**src/rtl/scc_wave_memory_arbiter_pkg.sv**
```systemverilog
// Shared constants, request-source enum and id mapping helpers for the
// SCC wave memory arbiter.
package scc_pkg;

  localparam logic [2:0] SCC_CH_A = 3'd0;
  localparam logic [2:0] SCC_CH_B = 3'd1;
  localparam logic [2:0] SCC_CH_C = 3'd2;
  localparam logic [2:0] SCC_CH_D = 3'd3;
  localparam logic [2:0] SCC_CH_E = 3'd4;

  localparam int unsigned SCC_WAVE_AW = 5;
  localparam int unsigned SCC_RAM_AW  = 8;

  localparam logic [7:0] SCC_INVALID_Q = 8'hFF;

  typedef enum logic [1:0] {
    SRC_IDLE = 2'd0,
    SRC_CPU  = 2'd1,
    SRC_TONE = 2'd2
  } scc_src_e;

  // In SCC mode channel E has no wave of its own and shares channel D's.
  function automatic logic [2:0] scc_map_id(input logic [2:0] id, input logic scci);
    scc_map_id = (id == SCC_CH_E && !scci) ? SCC_CH_D : id;
  endfunction

  function automatic logic scc_id_valid(input logic [2:0] id);
    scc_id_valid = (id <= SCC_CH_E);
  endfunction

endpackage

```
**src/rtl/scc_wave_memory_arbiter_if.sv**
```systemverilog
// Bus bundle between the requesters/RAM (master) and the arbiter (slave).
interface scc_wave_memory_arbiter_if;
  import scc_pkg::*;

  logic [2:0]             cpu_id;
  logic [SCC_WAVE_AW-1:0] cpu_a;
  logic [7:0]             cpu_d;
  logic                   cpu_oe;
  logic                   cpu_we;
  logic [7:0]             cpu_q;
  logic                   cpu_q_en;

  logic                   tone_req;
  logic [2:0]             tone_id;
  logic [SCC_WAVE_AW-1:0] tone_a;
  logic                   tone_ack;
  logic [7:0]             tone_q;
  logic                   tone_q_en;

  logic [SCC_RAM_AW-1:0]  ram_a;
  logic [7:0]             ram_d;
  logic                   ram_we;
  logic [7:0]             ram_q;

  modport master (
    output cpu_id, cpu_a, cpu_d, cpu_oe, cpu_we,
    input  cpu_q, cpu_q_en,
    output tone_req, tone_id, tone_a,
    input  tone_ack, tone_q, tone_q_en,
    input  ram_a, ram_d, ram_we,
    output ram_q
  );

  modport slave (
    input  cpu_id, cpu_a, cpu_d, cpu_oe, cpu_we,
    output cpu_q, cpu_q_en,
    input  tone_req, tone_id, tone_a,
    output tone_ack, tone_q, tone_q_en,
    output ram_a, ram_d, ram_we,
    input  ram_q
  );

endinterface

```
**src/rtl/scc_wave_memory_arbiter_slot.sv**
```systemverilog
// Pending CPU access register: last pulse wins, and a saturating counter of
// how many cycles the access has been held off by tone fetches.
module scc_cpu_request_slot
  import scc_pkg::*;
(
  input  logic                   clk,
  input  logic                   nreset,
  input  logic                   cap_oe,
  input  logic                   cap_we,
  input  logic [2:0]             cap_id,
  input  logic [SCC_WAVE_AW-1:0] cap_a,
  input  logic [7:0]             cap_d,
  input  logic                   grant,
  output logic                   occupied,
  output logic [2:0]             slot_id,
  output logic [SCC_WAVE_AW-1:0] slot_a,
  output logic [7:0]             slot_d,
  output logic                   slot_wr,
  output logic [3:0]             wait_cnt
);

  logic                   valid_q;
  logic [2:0]             id_q;
  logic [SCC_WAVE_AW-1:0] a_q;
  logic [7:0]             d_q;
  logic                   wr_q;
  logic [3:0]             wait_q;
  logic                   capture;

  // A capture is visible in its own cycle so it can be granted immediately.
  always_comb begin
    capture  = cap_oe | cap_we;
    occupied = capture | valid_q;
    slot_id  = capture ? cap_id : id_q;
    slot_a   = capture ? cap_a  : a_q;
    slot_d   = capture ? cap_d  : d_q;
    slot_wr  = capture ? cap_we : wr_q;
    wait_cnt = capture ? 4'd0   : wait_q;
  end

  // Hold the pending access until granted; count deferred cycles.
  always_ff @(posedge clk or negedge nreset) begin
    if (!nreset) begin
      valid_q <= 1'b0;
      id_q    <= '0;
      a_q     <= '0;
      d_q     <= '0;
      wr_q    <= 1'b0;
      wait_q  <= '0;
    end else begin
      valid_q <= occupied & ~grant;
      if (capture) begin
        id_q <= cap_id;
        a_q  <= cap_a;
        d_q  <= cap_d;
        wr_q <= cap_we;
      end
      if (grant || !occupied)
        wait_q <= '0;
      else if (wait_cnt != 4'hF)
        wait_q <= wait_cnt + 4'd1;
      else
        wait_q <= wait_cnt;
    end
  end

endmodule

```
**src/rtl/scc_wave_memory_arbiter.sv**
```systemverilog
// Arbitrates the CPU register path and the tone generator onto the shared
// single-port wave RAM, with SCC channel D/E sharing and a fixed 2-cycle
// read return.
module scc_wave_memory_arbiter
  import scc_pkg::*;
#(
  parameter int unsigned MAX_WAIT = 4
) (
  input  logic clk,
  input  logic nreset,
  input  logic scci_enable,
  scc_wave_memory_arbiter_if.slave bus
);

  logic                   occupied;
  logic [2:0]             slot_id;
  logic [SCC_WAVE_AW-1:0] slot_a;
  logic [7:0]             slot_d;
  logic                   slot_wr;
  logic [3:0]             wait_cnt;

  scc_src_e               src;
  logic                   force_cpu;
  logic                   grant_cpu;
  logic [2:0]             sel_id;
  logic [SCC_WAVE_AW-1:0] sel_a;
  logic                   sel_invalid;
  logic                   is_write;
  logic                   do_write;
  logic                   do_read;

  logic [SCC_RAM_AW-1:0]  ram_a_q;
  logic [7:0]             ram_d_q;
  logic                   ram_we_q;
  logic                   rd_v;
  logic                   rd_cpu;
  logic                   rd_inv;
  logic [7:0]             cpu_q_q;
  logic                   cpu_q_en_q;
  logic [7:0]             tone_q_q;
  logic                   tone_q_en_q;

  scc_cpu_request_slot u_slot (
    .clk      (clk),
    .nreset   (nreset),
    .cap_oe   (bus.cpu_oe),
    .cap_we   (bus.cpu_we),
    .cap_id   (bus.cpu_id),
    .cap_a    (bus.cpu_a),
    .cap_d    (bus.cpu_d),
    .grant    (grant_cpu),
    .occupied (occupied),
    .slot_id  (slot_id),
    .slot_a   (slot_a),
    .slot_d   (slot_d),
    .slot_wr  (slot_wr),
    .wait_cnt (wait_cnt)
  );

  // Pick this cycle's RAM user: forced CPU, then tone, then idle CPU slot.
  // Gated by nreset so tone_ack stays low while reset is held.
  always_comb begin
    src       = SRC_IDLE;
    force_cpu = occupied && ({28'd0, wait_cnt} >= MAX_WAIT);
    if (nreset) begin
      if (force_cpu)
        src = SRC_CPU;
      else if (bus.tone_req)
        src = SRC_TONE;
      else if (occupied)
        src = SRC_CPU;
    end
  end

  assign grant_cpu    = (src == SRC_CPU);
  assign bus.tone_ack = (src == SRC_TONE);

  // Resolve the granted access; mode is taken at grant time.
  always_comb begin
    sel_id      = grant_cpu ? slot_id : bus.tone_id;
    sel_a       = grant_cpu ? slot_a  : bus.tone_a;
    sel_invalid = !scc_id_valid(sel_id);
    is_write    = grant_cpu & slot_wr;
    do_write    = is_write & !sel_invalid & !(sel_id == SCC_CH_E && !scci_enable);
    do_read     = (src != SRC_IDLE) & !is_write;
  end

  // Registered RAM command; address holds while idle.
  always_ff @(posedge clk or negedge nreset) begin
    if (!nreset) begin
      ram_a_q  <= '0;
      ram_d_q  <= '0;
      ram_we_q <= 1'b0;
    end else begin
      ram_we_q <= do_write;
      if (src != SRC_IDLE)
        ram_a_q <= {scc_map_id(sel_id, scci_enable), sel_a};
      if (grant_cpu)
        ram_d_q <= slot_d;
    end
  end

  // Read return: tag in G+1, capture ram_q at the end of G+1, present in G+2.
  always_ff @(posedge clk or negedge nreset) begin
    if (!nreset) begin
      rd_v        <= 1'b0;
      rd_cpu      <= 1'b0;
      rd_inv      <= 1'b0;
      cpu_q_q     <= '0;
      cpu_q_en_q  <= 1'b0;
      tone_q_q    <= '0;
      tone_q_en_q <= 1'b0;
    end else begin
      rd_v        <= do_read;
      rd_cpu      <= grant_cpu;
      rd_inv      <= sel_invalid;
      cpu_q_en_q  <= rd_v & rd_cpu;
      tone_q_en_q <= rd_v & ~rd_cpu;
      if (rd_v && rd_cpu)
        cpu_q_q <= rd_inv ? SCC_INVALID_Q : bus.ram_q;
      if (rd_v && !rd_cpu)
        tone_q_q <= rd_inv ? SCC_INVALID_Q : bus.ram_q;
    end
  end

  assign bus.ram_a     = ram_a_q;
  assign bus.ram_d     = ram_d_q;
  assign bus.ram_we    = ram_we_q;
  assign bus.cpu_q     = cpu_q_q;
  assign bus.cpu_q_en  = cpu_q_en_q;
  assign bus.tone_q    = tone_q_q;
  assign bus.tone_q_en = tone_q_en_q;

endmodule

```
**src/flat_wrapper.sv**
```systemverilog
// flat-port wrapper written by rule: the top's interface ports become plain ports
module scc_wave_memory_arbiter_flat import scc_pkg::*;
#(
  parameter int unsigned MAX_WAIT = 4
)
  (clk, nreset, scci_enable, bus_cpu_id, bus_cpu_a, bus_cpu_d, bus_cpu_oe, bus_cpu_we, bus_cpu_q, bus_cpu_q_en, bus_tone_req, bus_tone_id, bus_tone_a, bus_tone_ack, bus_tone_q, bus_tone_q_en, bus_ram_a, bus_ram_d, bus_ram_we, bus_ram_q);
  scc_wave_memory_arbiter_if bus_i ();
  input  logic clk;
  input  logic nreset;
  input  logic scci_enable;
  input wire logic [$bits(bus_i.cpu_id)-1:0] bus_cpu_id;
  input wire logic [$bits(bus_i.cpu_a)-1:0] bus_cpu_a;
  input wire logic [$bits(bus_i.cpu_d)-1:0] bus_cpu_d;
  input wire logic [$bits(bus_i.cpu_oe)-1:0] bus_cpu_oe;
  input wire logic [$bits(bus_i.cpu_we)-1:0] bus_cpu_we;
  output wire logic [$bits(bus_i.cpu_q)-1:0] bus_cpu_q;
  output wire logic [$bits(bus_i.cpu_q_en)-1:0] bus_cpu_q_en;
  input wire logic [$bits(bus_i.tone_req)-1:0] bus_tone_req;
  input wire logic [$bits(bus_i.tone_id)-1:0] bus_tone_id;
  input wire logic [$bits(bus_i.tone_a)-1:0] bus_tone_a;
  output wire logic [$bits(bus_i.tone_ack)-1:0] bus_tone_ack;
  output wire logic [$bits(bus_i.tone_q)-1:0] bus_tone_q;
  output wire logic [$bits(bus_i.tone_q_en)-1:0] bus_tone_q_en;
  output wire logic [$bits(bus_i.ram_a)-1:0] bus_ram_a;
  output wire logic [$bits(bus_i.ram_d)-1:0] bus_ram_d;
  output wire logic [$bits(bus_i.ram_we)-1:0] bus_ram_we;
  input wire logic [$bits(bus_i.ram_q)-1:0] bus_ram_q;
  assign bus_i.cpu_id = bus_cpu_id;
  assign bus_i.cpu_a = bus_cpu_a;
  assign bus_i.cpu_d = bus_cpu_d;
  assign bus_i.cpu_oe = bus_cpu_oe;
  assign bus_i.cpu_we = bus_cpu_we;
  assign bus_cpu_q = bus_i.cpu_q;
  assign bus_cpu_q_en = bus_i.cpu_q_en;
  assign bus_i.tone_req = bus_tone_req;
  assign bus_i.tone_id = bus_tone_id;
  assign bus_i.tone_a = bus_tone_a;
  assign bus_tone_ack = bus_i.tone_ack;
  assign bus_tone_q = bus_i.tone_q;
  assign bus_tone_q_en = bus_i.tone_q_en;
  assign bus_ram_a = bus_i.ram_a;
  assign bus_ram_d = bus_i.ram_d;
  assign bus_ram_we = bus_i.ram_we;
  assign bus_i.ram_q = bus_ram_q;
  scc_wave_memory_arbiter #(.MAX_WAIT(MAX_WAIT)) u_core (.clk(clk), .nreset(nreset), .scci_enable(scci_enable), .bus(bus_i));
endmodule
```
**config.mk**
```make
export PLATFORM = sky130hd
export DESIGN_NAME = scc_wave_memory_arbiter_flat
export DESIGN_NICKNAME = d
export VERILOG_FILES = /design/src/rtl/scc_wave_memory_arbiter_pkg.sv /design/src/rtl/scc_wave_memory_arbiter_if.sv /design/src/rtl/scc_wave_memory_arbiter_slot.sv /design/src/rtl/scc_wave_memory_arbiter.sv /design/src/flat_wrapper.sv
export SDC_FILE = /design/constraint.sdc
export NUM_CORES = 1
export LEC_CHECK = 0
export CAP_MARGIN = 20
export CORE_MARGIN = 2
export CORE_UTILIZATION = 25
export CTS_CLUSTER_DIAMETER = 200
export DETAILED_ROUTE_END_ITERATION = 10
export GPL_TIMING_DRIVEN = 1
export PLACE_DENSITY = 0.49
export SYNTH_ARGS = -nofsm -noshare
export SYNTH_HDL_FRONTEND = slang
export SYNTH_SLANG_ARGS = --single-unit
```
**constraint.sdc**
```tcl
create_clock -name clk -period 1.89 [get_ports clk]
set_input_delay 0.2835 -clock clk [delete_from_list [all_inputs] [get_ports clk]]
set_output_delay 0.2835 -clock clk [all_outputs]
set_load 0.005 [all_outputs]
```
## Word level (Yosys, flattened, before mapping)

Cells that the tools add are included.
W data, S select, Z words.

- Output and inout bits: 36
- Word-level logic and storage cells: 61
- Flip-flop bits (word level): 60

- Equal/unequal tests: 4
- Magnitude comparators: 2
- Add/subtract/negate cells: 1
- Reductions and logical operators: 12
- Bitwise logic cells: 11
- Multiplexer cells: 15

Operators by type and width:

| operator | number |
|---|---|
| $mux W8 | 2 |
| $mux W4 | 3 |
| $mux W5 | 2 |
| $mux W3 | 3 |
| $and A1 B1 Y1 | 7 |
| $logic_not A1 Y1 | 6 |
| $mux W2 | 3 |
| $add A4 B1 Y4 const B | 1 |
| $ge A4 B3 Y1 const B | 1 |
| $logic_and A1 B1 Y1 | 4 |
| $ne A4 B4 Y1 const B | 1 |
| $eq A3 B3 Y1 const B | 1 |
| $le A3 B3 Y1 const B | 1 |
| $eq A2 B1 Y1 const B | 1 |
| $eq A2 B2 Y1 const B | 1 |
| $mux W1 | 2 |
| $not A1 Y1 | 2 |
| $or A1 B1 Y1 | 2 |
| $reduce_bool A2 Y1 | 1 |
| $logic_or A1 B1 Y1 | 1 |

## Logic depth before layout (Yosys ltp)

Gate-level depths: netlist of the first run.

- Depth after elaboration: 12
- Depth in mapped cells: 8
- Gate-level depth less buffers: 6

## By module

From an unflattened synthesis of the first run, not the netlist that was laid out.

- Cells, all modules: 221
- Area total of the unflattened synthesis: 2,423.6 sq um

By module, submodules not included:

| module | area an instance (sq um) | cells each | times used |
|---|---|---|---|
| scc_wave_memory_arbiter | 1,519.0 | 158 | 1 |
| scc_cpu_request_slot | 904.6 | 63 | 1 |

## Least setup slack after synthesis of the first run

Ideal clock, no wire load.

- Path kind: input to register
- Start point: input bus_cpu_we
- End point: register u_core.u_slot.wait_q[3]
- Arrival time: 1.720 ns
- Path buffers: 2
- Cell stages on the path: 7
- Path slack: 0.044 ns
- Library setup time: 0.125 ns
- Cell sequence: nor2_2 > clkbuf_1 > buf_2 > and2_1 > ha_1 > nor3_1 > a2111oi_0

- Longest elaborated chain between the ends: 9

Ends and longest elaborated chain:

| item | RTL line | text |
|---|---|---|
| start, declared | flat_wrapper.sv:15 | `input wire logic [$bits(bus_i.cpu_we)-1:0] bus_cpu_we;` |
| $or A1 B1 Y1 (*) | scc_wave_memory_arbiter_slot.sv:32 | `capture = cap_oe \| cap_we;` |
| $mux W4 or $or A1 B1 Y1 (tied branches) | scc_wave_memory_arbiter_slot.sv:38, scc_wave_memory_arbiter_slot.sv:33 |  |
| $ge A4 B3 Y1 or $mux W1 (tied branches) | scc_wave_memory_arbiter.sv:64, scc_wave_memory_arbiter.sv:70 |  |
| $logic_and A1 B1 Y1 or $mux W2 (tied branches) | scc_wave_memory_arbiter.sv:64, scc_wave_memory_arbiter.sv:68 |  |
| $mux W2 | scc_wave_memory_arbiter.sv:66 | `if (force_cpu)` |
| $mux W2 | scc_wave_memory_arbiter.sv:65 | `if (nreset) begin` |
| $eq A2 B1 Y1 | scc_wave_memory_arbiter.sv:75 | `assign grant_cpu = (src == SRC_CPU);` |
| $logic_or A1 B1 Y1 | scc_wave_memory_arbiter_slot.sv:58 | `if (grant \|\| !occupied)` |
| $mux W4 (*) | scc_wave_memory_arbiter_slot.sv:58 |  |
| end signal, assigned | scc_wave_memory_arbiter_slot.sv:61 | `wait_q <= wait_cnt + 4'd1;` |
| end signal, assigned | scc_wave_memory_arbiter_slot.sv:63 | `wait_q <= wait_cnt;` |
| end, declared | scc_wave_memory_arbiter_slot.sv:27 | `logic [3:0] wait_q;` |

Mark *: on every way between the ends. The rest lies on a longest branch, timed or not.
A chain may end at the register's enable or synchronous reset.

## Worst setup path in the final report of the first run

- Start point: register u_core.u_slot.valid_q
- End point: output bus_tone_ack

- Longest elaborated chain between the ends: 6

Ends and longest elaborated chain:

| item | RTL line | text |
|---|---|---|
| start, declared | scc_wave_memory_arbiter_slot.sv:22 | `logic valid_q;` |
| start signal, assigned | scc_wave_memory_arbiter_slot.sv:51 | `valid_q <= occupied & ~grant;` |
| $or A1 B1 Y1 (*) | scc_wave_memory_arbiter_slot.sv:33 | `occupied = capture \| valid_q;` |
| $mux W1 | scc_wave_memory_arbiter.sv:70 | `else if (occupied)` |
| $mux W2 | scc_wave_memory_arbiter.sv:68 | `else if (bus.tone_req)` |
| $mux W2 (*) | scc_wave_memory_arbiter.sv:66 |  |
| $mux W2 (*) | scc_wave_memory_arbiter.sv:65 |  |
| $eq A2 B2 Y1 (*) | scc_wave_memory_arbiter.sv:76 | `assign bus.tone_ack = (src == SRC_TONE);` |
| end, declared | flat_wrapper.sv:21 | `output wire logic [$bits(bus_i.tone_ack)-1:0] bus_tone_ack;` |

Marks and branches as above.

==> metrics.txt, run 1 <==
Mapped Area=2504 sq um; Tightest Pin Transition=0.6227 ns; Register Area=1501 sq um; fin crit share=90.14%; synthesized area per cell=10.56 sq um; # Max-Cap Violations=0; die area=10,830 sq um; wirelength, routed=6157 um; Min Hold Slack=0.05928 ns; antenna fix cells=0; CTS max path bufs=2; clk sinks=60; gr usage total=12.01%; initial antenna violation count=0; Die Span Y=104.1 um; synth cell count leaders=dfrtp_1, nand2_1, nor2_1; Clock Skews=0.01057 ns; total power=3387 uW; CP startpoint=u_core.u_slot.valid_q$_DFF_PN0_; worst hold path class=in -> async; RSZ-0062 raised after global routing=no; detailed placement HPWL=4522 um; status=finished clean; share of layout cells above drive strength 1=16.52%; Seq cells post-synth=60; post-synth cell types=46; Tmin final=1.704 ns; CP Capture Type=primary output; crit path to=bus_tone_ack; worst path required time=1.61 ns; vias in the first global route=2,036; most common cell in the synthesized netlist=dfrtp_1; CTS tree=built; critical path type=reg -> out; largest net degree at the start of global routing=33; register area share after synthesis=59.97%; H-tree Lvls=3; CTS Buf Count=9; Fmax achieved=587.0 MHz; FF-to-FF path depth=5; Iter 0 DRT Violations=56; cell count after synthesis=237; Pre-antenna DRT Iters=4; Fin. Hold Viols=0; Routability Congestion=0.7632; # DRC=0; port buffer count=73; Clk pin slew, worst setup/hold paths=0.07 ns; Final #Nets=373; maximum fanout along the worst path=2; Finish-stage setup viols=0; I/O pin count=74; Root Buffer=clkbuf_8; Post-synth EDFFs=0; remaining antenna violation count=0; CORE AREA=9729 sq um; vias post-DR=2,025; GRT overflow=0; Slowest-stage cell, CP=or3b_4; Relative slew margins=58.49%; Synth async-reset ratio=100.0%; FP Rows=36; Startpoint Class=register; Fillers=978; worst reg2reg endpoint=u_core.bus.ram_a[5]$_DFFE_PN0N_; worst-path cell chain=or3b_4, o211ai_4, inv_1, clkbuf_2; Synth area leader=dfrtp_1; Worst-Skew Late Latency=0.33 ns; Final Max Slew Viols=0; largest cells by area after synthesis=dfrtp_1, nand2_1, nor2_1; Post-Syn Nets=276; Max stage delay on crit path=0.40 ns; synthesis-to-layout area growth=48.93%; Synthesis Warnings=0; WL/cell=13.04 um; flop2flop setup slack=0.19 ns; Top FF cell, synth=dfrtp_1; initial core utilization=25.73%; R2R Path Start=u_core.u_slot.id_q[1]$_DFF_PN0_; first-pass GRT wire length=10,210 um; Max IR drop VDD=551.3 uV; Chip Width=104.1 um; PwrDens=908.3 nW/um^2; P_leak=0.001676 uW; multi-input logic area=945.9 sq um; CTS Hold Bufs=0; share of the synthesized area in the top cell type=59.97%; vias per std cell=4.290; critical path arrival=1.42 ns
## critical path, delay by kind of cell, from the launching register on
family	cells	cell delay (ns)
flip-flops	1	0.36
AO/OA/AOI/OAI	1	0.18
AND/OR/NAND/NOR	1	0.40
buffers and inverters	2	0.16
## where the power goes
part | leakage, uW | internal [uW] | switching [uW]
clock network | 0.000102 | 677 | 497
logic | 0.000871 | 413 | 264
registers | 0.000703 | 1450 | 86.9
## state kept, by name, indices dropped and copies added, names as in the netlist
| register | flops |
|---|---|
| u_core.u_slot.a_q | 5 |
| u_core.bus.tone_q | 8 |
| u_core.bus.ram_we | 1 |
| u_core.rd_v | 1 |
| u_core.u_slot.d_q | 8 |
| u_core.bus.ram_d | 8 |
| u_core.bus.cpu_q_en | 1 |
| u_core.u_slot.valid_q | 1 |
| u_core.rd_inv | 1 |
| u_core.u_slot.wr_q | 1 |
| u_core.rd_cpu | 1 |
| u_core.u_slot.wait_q | 4 |
| u_core.bus.ram_a | 8 |
| u_core.bus.cpu_q | 8 |
| u_core.bus.tone_q_en | 1 |
| u_core.u_slot.id_q | 3 |
## metrics by stage
| step | cells | cell area (sq um) | setup WS, ns | utilization [%] | TNS (ns) |
|---|---|---|---|---|---|
| final | 472 | 3729 | 0.1864 | 38.32 | 0 |
| after global placement | 455 | 3515 | -0.2060 | 36.12 | -2.197 |
| after global routing | 472 | 3729 | 0.04517 | 38.32 | 0 |
| after detailed placement | 455 | 3515 | -0.2348 | 36.12 | -2.688 |
| after floorplan | 237 | 2504 | 0.04443 | - | 0 |
| after CTS | 472 | 3725 | 0.01923 | 38.28 | 0 |
## placed cells by master, fill, tap and decap left out, types with 2 or more instances in the layout
cell	n
dlygate4sd2_1	2
a21oi_1	11
o31ai_1	2
o21ai_1	2
clkinv_2	2
a31oi_1	7
mux2_1	4
o21ai_0	9
dfrtp_1	60
nand2_1	59
nor2_1	23
inv_1	5
clkdlybuf4s50_1	69
mux2_2	4
clkbuf_8	11
buf_4	24
nor3_1	2
and2_1	3
o22ai_1	8
## layout make-up
cell class / count / share of cell area (%)
inverter: 5 / 0.5034
clock inverter: 4 / 1.275
multi-input combinational: 162 / 25.37
tap: 133 / 4.463
sequential: 60 / 40.27
clock buffer: 12 / 4.161
timing repair buffer: 96 / 23.96
## timing repair
action | 4_1_cts | 5_1_grt
setup endpoints to repair | 1 | 1
setup buffers | 1 | 0
resized for setup | 5 | 2
pin swaps | 2 | 1
## how the worst min path moves through the flow
stage | start | to | slack, ns | depth (start not counted)
final | nreset | u_core.u_slot.valid_q$_DFF_PN0_ | 0.06 | 2
after global routing | nreset | u_core.u_slot.valid_q$_DFF_PN0_ | 0.07 | 2
after detailed placement | nreset | u_core.u_slot.valid_q$_DFF_PN0_ | 0.42 | 2
after CTS | nreset | u_core.u_slot.valid_q$_DFF_PN0_ | 0.05 | 2
after global placement | nreset | u_core.u_slot.valid_q$_DFF_PN0_ | 0.42 | 2
after floorplan | nreset | u_core.bus.cpu_q[0]$_DFFE_PN0P_ | -0.01 | 0
## metal layers
| layer | up-vias | routed length, um | global-route usage (%) |
|---|---|---|---|
| li1 | 1012 | - | - |
| met2 | 52 | 2829 | 18.23 |
| met1 | 956 | 2957 | 16.05 |
| met5 | - | 0 | 0 |
| met3 | 5 | 325 | 4.449 |
| met4 | 0 | 45 | 3.475 |
## cells by family (layout without fill, tap and decap cells)
group | Yosys count | after routing | share of synthesized area (%)
simple gates | 99 | 99 | 18.04
flops | 60 | 60 | 59.97
compound gates | 52 | 52 | 14.44
buf+inv | 15 | 117 | 2.698
mux | 9 | 9 | 3.998
fa+ha+maj | 1 | 1 | 0.4997
xor+xnor | 1 | 1 | 0.3499
(Power assumes the default switching activity.)
==> run 2, diff against run 1 <==
CORE_MARGIN = default   (was 2)
==> run 2 against run 1 <==
Die area down 3.8%. Sequential share of layout area down 0.31 points. Critical endpoint unchanged. Critical path depth unchanged. Cell area up 0.77%. Maximum frequency down 4.3%. Combinational power up 1%. Count of clock-buffer cells in the layout down 2. Cell count up 1.3%. Power down 1.4%. Worst setup slack worse by 0.076 ns. Clock skew about the same. Clock power down 3%.
==> metrics.txt, run 2 (same netlist as run 1, synthesis figures left out) <==
status=finished clean; CP startpoint=u_core.u_slot.valid_q$_DFF_PN0_; R2R Path Start=u_core.u_slot.id_q[1]$_DFF_PN0_; fin crit share=94.14% (+4.0 points); Fmax achieved=562.0 MHz (-4.3%); Final #Nets=379 (+1.6%); antenna fix cells=0 (unchanged); Clock Skews=0.01066 ns (+0.00009250 ns); vias post-DR=2,023 (-0.099%); Worst-Skew Late Latency=0.34 ns (about the same); CTS tree=built; CORE AREA=9729 sq um (unchanged); fin cells=478 (+1.3%); FP Rows=36 (unchanged); PwrDens=888.9 nW/um^2 (-2.1%); wirelength, routed=6081 um (-1.2%); Register Area=1501 sq um (unchanged); Chip Width=102.1 um (-1.9%); Finish-stage setup viols=0 (unchanged); share of layout cells above drive strength 1=17.68% (+1.2 points); Max IR drop VDD=428.2 uV (-22%); Startpoint Class=register; maximum fanout along the worst path=2 (unchanged); Routability Congestion=0.7751 (+1.6%); die area=10,420 sq um (-3.8%); CTS max path bufs=2 (unchanged); largest net degree at the start of global routing=30 (-9.1%); RSZ-0062 raised after global routing=no; FF-to-FF path depth=5 (unchanged); placed cell area=3557 sq um (+1.2%); P_leak=0.001692 uW (+0.97%); critical path type=reg -> out; Post-Place Worst Slack=-0.3168 ns (-0.08196 ns); # DRC=0 (unchanged); Tmin final=1.779 ns (+0.07570 ns); Util after Layout=38.62% (+0.30 points); initial antenna violation count=0 (unchanged); CTS Hold Bufs=0 (unchanged); GRT overflow=0 (unchanged); Cells after DPL=461 (+1.3%); worst path required time=1.61 ns (about the same); final worst slack=0.1107 ns (-0.07569 ns); vias per std cell=4.232 (-1.4%); H-tree Lvls=3 (unchanged); I/O pin count=74 (unchanged); CTS Buf Count=9 (unchanged); gr usage total=12.65% (+0.63 points); Iter 0 DRT Violations=42 (-25%); setup tns final=0 ns (unchanged); Fin. Hold Viols=0 (unchanged); CP Capture Type=primary output; worst reg2reg endpoint=u_core.bus.ram_a[5]$_DFFE_PN0N_; critical path arrival=1.50 ns (+0.08 ns); Pre-antenna DRT Iters=6 (+2); # Max-Cap Violations=0 (unchanged); Clk pin slew, worst setup/hold paths=0.07 ns (about the same); most frequent cells in the layout=clkdlybuf4s50_1, dfrtp_1, nand2_1, buf_4, nor2_1; synthesis-to-layout area growth=50.07%; WL/cell=12.72 um (-2.5%); Die Span Y=102.1 um (-1.9%); detailed placement HPWL=4490 um (-0.71%); crit path to=bus_tone_ack; Root Buffer=clkbuf_8; initial core utilization=25.73% (unchanged); Tightest Pin Transition=0.6066 ns (-0.01610 ns); flop2flop setup slack=0.21 ns (+0.02 ns); port buffer count=73 (unchanged); Final Max Slew Viols=0 (unchanged); remaining antenna violation count=0 (unchanged); worst hold path class=in -> async; Relative slew margins=59.56% (+1.1 points); design area=3757 sq um (+0.77%); multi-input logic area=937.1 sq um (-0.93%); commonest non-fill, non-tap cell in the layout=clkdlybuf4s50_1; clk sinks=60 (unchanged); Fillers=1,003 (+2.6%); first-pass GRT wire length=9818 um (-3.8%); vias in the first global route=2,054 (+0.88%)
## run 2: changes by cell type in the layout (fill, tap and decap cells not counted), sizes merged
cell / delta
clkbuf: -3
clkdlybuf4s15: +1
buf: +6
clkinv: +2
## run 2: repair_timing
action | in CTS | in global routing
setup buffers | 1 | 0
gates resized for setup | 5 | 0
endpoints found under the setup margin | 1 | 1
pin swaps | 1 | 1
## run 2: layout make-up
type | instances | area share, %
Tap cell | 133 | 4.429
Clock buffer | 10 | 3.397
Sequential cell | 60 | 39.96
Inverter | 5 | 0.4995
Multi-Input combinational cell | 162 | 24.94
Timing Repair Buffer | 102 | 25.04
Clock inverter | 6 | 1.732
## run 2: stage by stage
step / hold WS, ns / total power (uW)
floorplan: -0.01209 / 1787
global placement: 0.3870 / 2245
detailed placement: 0.3963 / 2254
CTS: 0.02193 / 3407
global route: 0.03739 / 3537
finish: 0.02818 / 3340
## run 2: power by group
group	internal, uW	switching, uW	total (uW)
logic	420	264	684
registers	1450	83.4	1530
clock network	608	517	1130
## run 2: worst min path at each step
stage | from | to | slack (ns) | cells past startpoint
2_1_floorplan | nreset | u_core.bus.cpu_q[0]$_DFFE_PN0P_ | -0.01 | 0
3_3_place_gp | nreset | u_core.u_slot.id_q[2]$_DFF_PN0_ | 0.39 | 2
3_5_place_dp | nreset | u_core.u_slot.id_q[2]$_DFF_PN0_ | 0.40 | 2
4_1_cts | nreset | u_core.bus.ram_d[5]$_DFFE_PN0N_ | 0.02 | 2
5_1_grt | nreset | u_core.u_slot.d_q[5]$_DFF_PN0_ | 0.04 | 2
6_report | nreset | u_core.bus.ram_d[5]$_DFFE_PN0N_ | 0.03 | 2
## run 2: layer usage
layer  wire length, um  GRT usage [%]  vias to the layer above
met2              2881          20.81                       52
met4                61          4.615                        0
li1                  -              -                     1021
met1              2786          15.38                      942
met5                 0              0                        -
met3               351          4.309                        8
## run 2: worst max-delay path, stage by stage (launching register included)
cell	delay, ns
dfrtp_1	0.35
or3b_4	0.39
o211ai_2	0.17
inv_1	0.06
clkdlybuf4s15_1	0.20
==> RTL edit (flow settings as in run 2) <==
Register the output `bus.tone_ack`, without a reset; this adds one clock of latency there.
--- a/src/rtl/scc_wave_memory_arbiter.sv
+++ b/src/rtl/scc_wave_memory_arbiter.sv
@@ -73,7 +73,9 @@
   end
 
   assign grant_cpu    = (src == SRC_CPU);
-  assign bus.tone_ack = (src == SRC_TONE);
+  always_ff @(posedge clk) begin
+    bus.tone_ack <= (src == SRC_TONE);
+  end
 
   // Resolve the granted access; mode is taken at grant time.
   always_comb begin
Formal check against the unedited RTL: not equivalent (Yosys sat finds a counterexample within 4 cycles, from zero or initial values and one cycle with nreset low).
==> RTL edit against run 2 <==
  * Worst setup slack better by 41 ps
  * Combinational power fell by 1%
  * Global-route usage is 0.52 points higher
  * Wire length rose by 4.0%
  * Total power rose by 5.9%
  * Area after synthesis increased by 0.80%
  * Hold slack improved by 360 ps
  * Die area grew 0.79%
  * Clock skew is 4.2 ps lower
  * Design area is 0.33% lower
  * Sequential cell count is 1 higher
  * Critical path type is now in -> reg
  * Largest cell class unchanged
==> RTL edit: results (changes against run 2) <==
.. list-table::
   :header-rows: 1

   * - Metric
     - Value
   * - Run status
     - completed
   * - Final-layout non-clock buffer area share
     - 23.5% (-1.6 points)
   * - Detail Route met3 WL
     - 420 microns (+20%)
   * - Post-layout minimum cycle time
     - 1740 ps (-41.4 ps)
   * - GPL Wtd Cong
     - 0.796 (+2.7%)
   * - Detail Placement HPWL
     - 4680 microns (+4.2%)
   * - Critical path origin
     - bus_cpu_we
   * - Total placed instance area
     - 3510 sq um (-1.3%)
   * - Sequential cell area in the final layout
     - 1520 sq um (+1.3%)
   * - Iter 0 DRT Violations
     - 45 (+7.1%)
   * - Terminus of the critical flop-to-flop path
     - u_core.bus.ram_a[7]
   * - Nets@finish
     - 371 (-2.1%)
   * - Share of layout cells above drive strength 1
     - 14.8% (-2.8 points)
   * - Total power density per cell area
     - 944 nW/um^2 (+6.2%)
   * - Largest net degree at the start of global routing
     - 48 (+60%)
   * - Slew at the pin closest to its max-slew limit
     - 603 ps (-4.06 ps)
   * - WHS
     - 385 ps (+356 ps)
   * - Sequential cell count
     - 61 (+1.7%)
   * - Sequential area share after synthesis
     - 60.3% (+0.32 points)
   * - Leakage power of the design
     - 1.67 nW (-1.1%)
   * - Global Route Usage Sum
     - 13.2% (+0.52 points)
   * - Syn avg cell area
     - 10.6 sq um (+0.38%)
   * - Worst-case setup slack after placement
     - -223 ps (+93.5 ps)
   * - Share of cell area taken by multi-input logic gates
     - 25.0% (about the same)
   * - Critical Path End
     - u_core.bus.ram_d[4]
   * - Layout clock buffer count
     - 12 (+2)
   * - Clock buffers and inverters, area share
     - 6.01% (+0.89 points)
   * - Fin util
     - 38.3% (-0.31 points)
   * - Wire length of the first global-routing pass
     - 10400 microns (+5.7%)
   * - Routed length on met2
     - 2860 microns (-0.69%)
   * - Resized Gates After CTS
     - 0 (-5)
   * - Largest cells by area after synthesis
     - dfrtp_1 59%, nand2_1 8.8%, nor2_1 3.4%, a21oi_1 2.2%, o22ai_1 2.0%
-- RTL edit: worst min path at each step --
stage	from	to	slack (ps)
2_1_floorplan	nreset	u_core.bus.cpu_q[0]	-10
3_3_place_gp	nreset	u_core.u_slot.valid_q	180
3_5_place_dp	nreset	u_core.u_slot.valid_q	180
4_1_cts	nreset	u_core.bus.ram_d[7]	380
5_1_grt	nreset	u_core.bus.ram_d[3]	410
6_report	nreset	u_core.bus.ram_d[7]	380
-- RTL edit: logic make-up after synthesis --
family | share of synthesized area [%]
adders and majority gates | 0.496
AOI/OAI and AO/OA | 14.3
muxes | 3.97
xor gates and xnor gates | 0.347
and+or+nand+nor | 17.9
buffers and inverters | 2.68
DFF | 60.3
-- RTL edit: power by group --
part           internal (mW)  switching (mW)
combinational          0.411           0.265
sequential              1.47          0.0911
clock                  0.811           0.488
total                   2.69           0.844
-- RTL edit: timing repair --
item / 4_1_cts / 5_1_grt
buffers inserted: 0 / 0
hold endpoints to repair: 7 / 0
hold buffers: 1 / 0
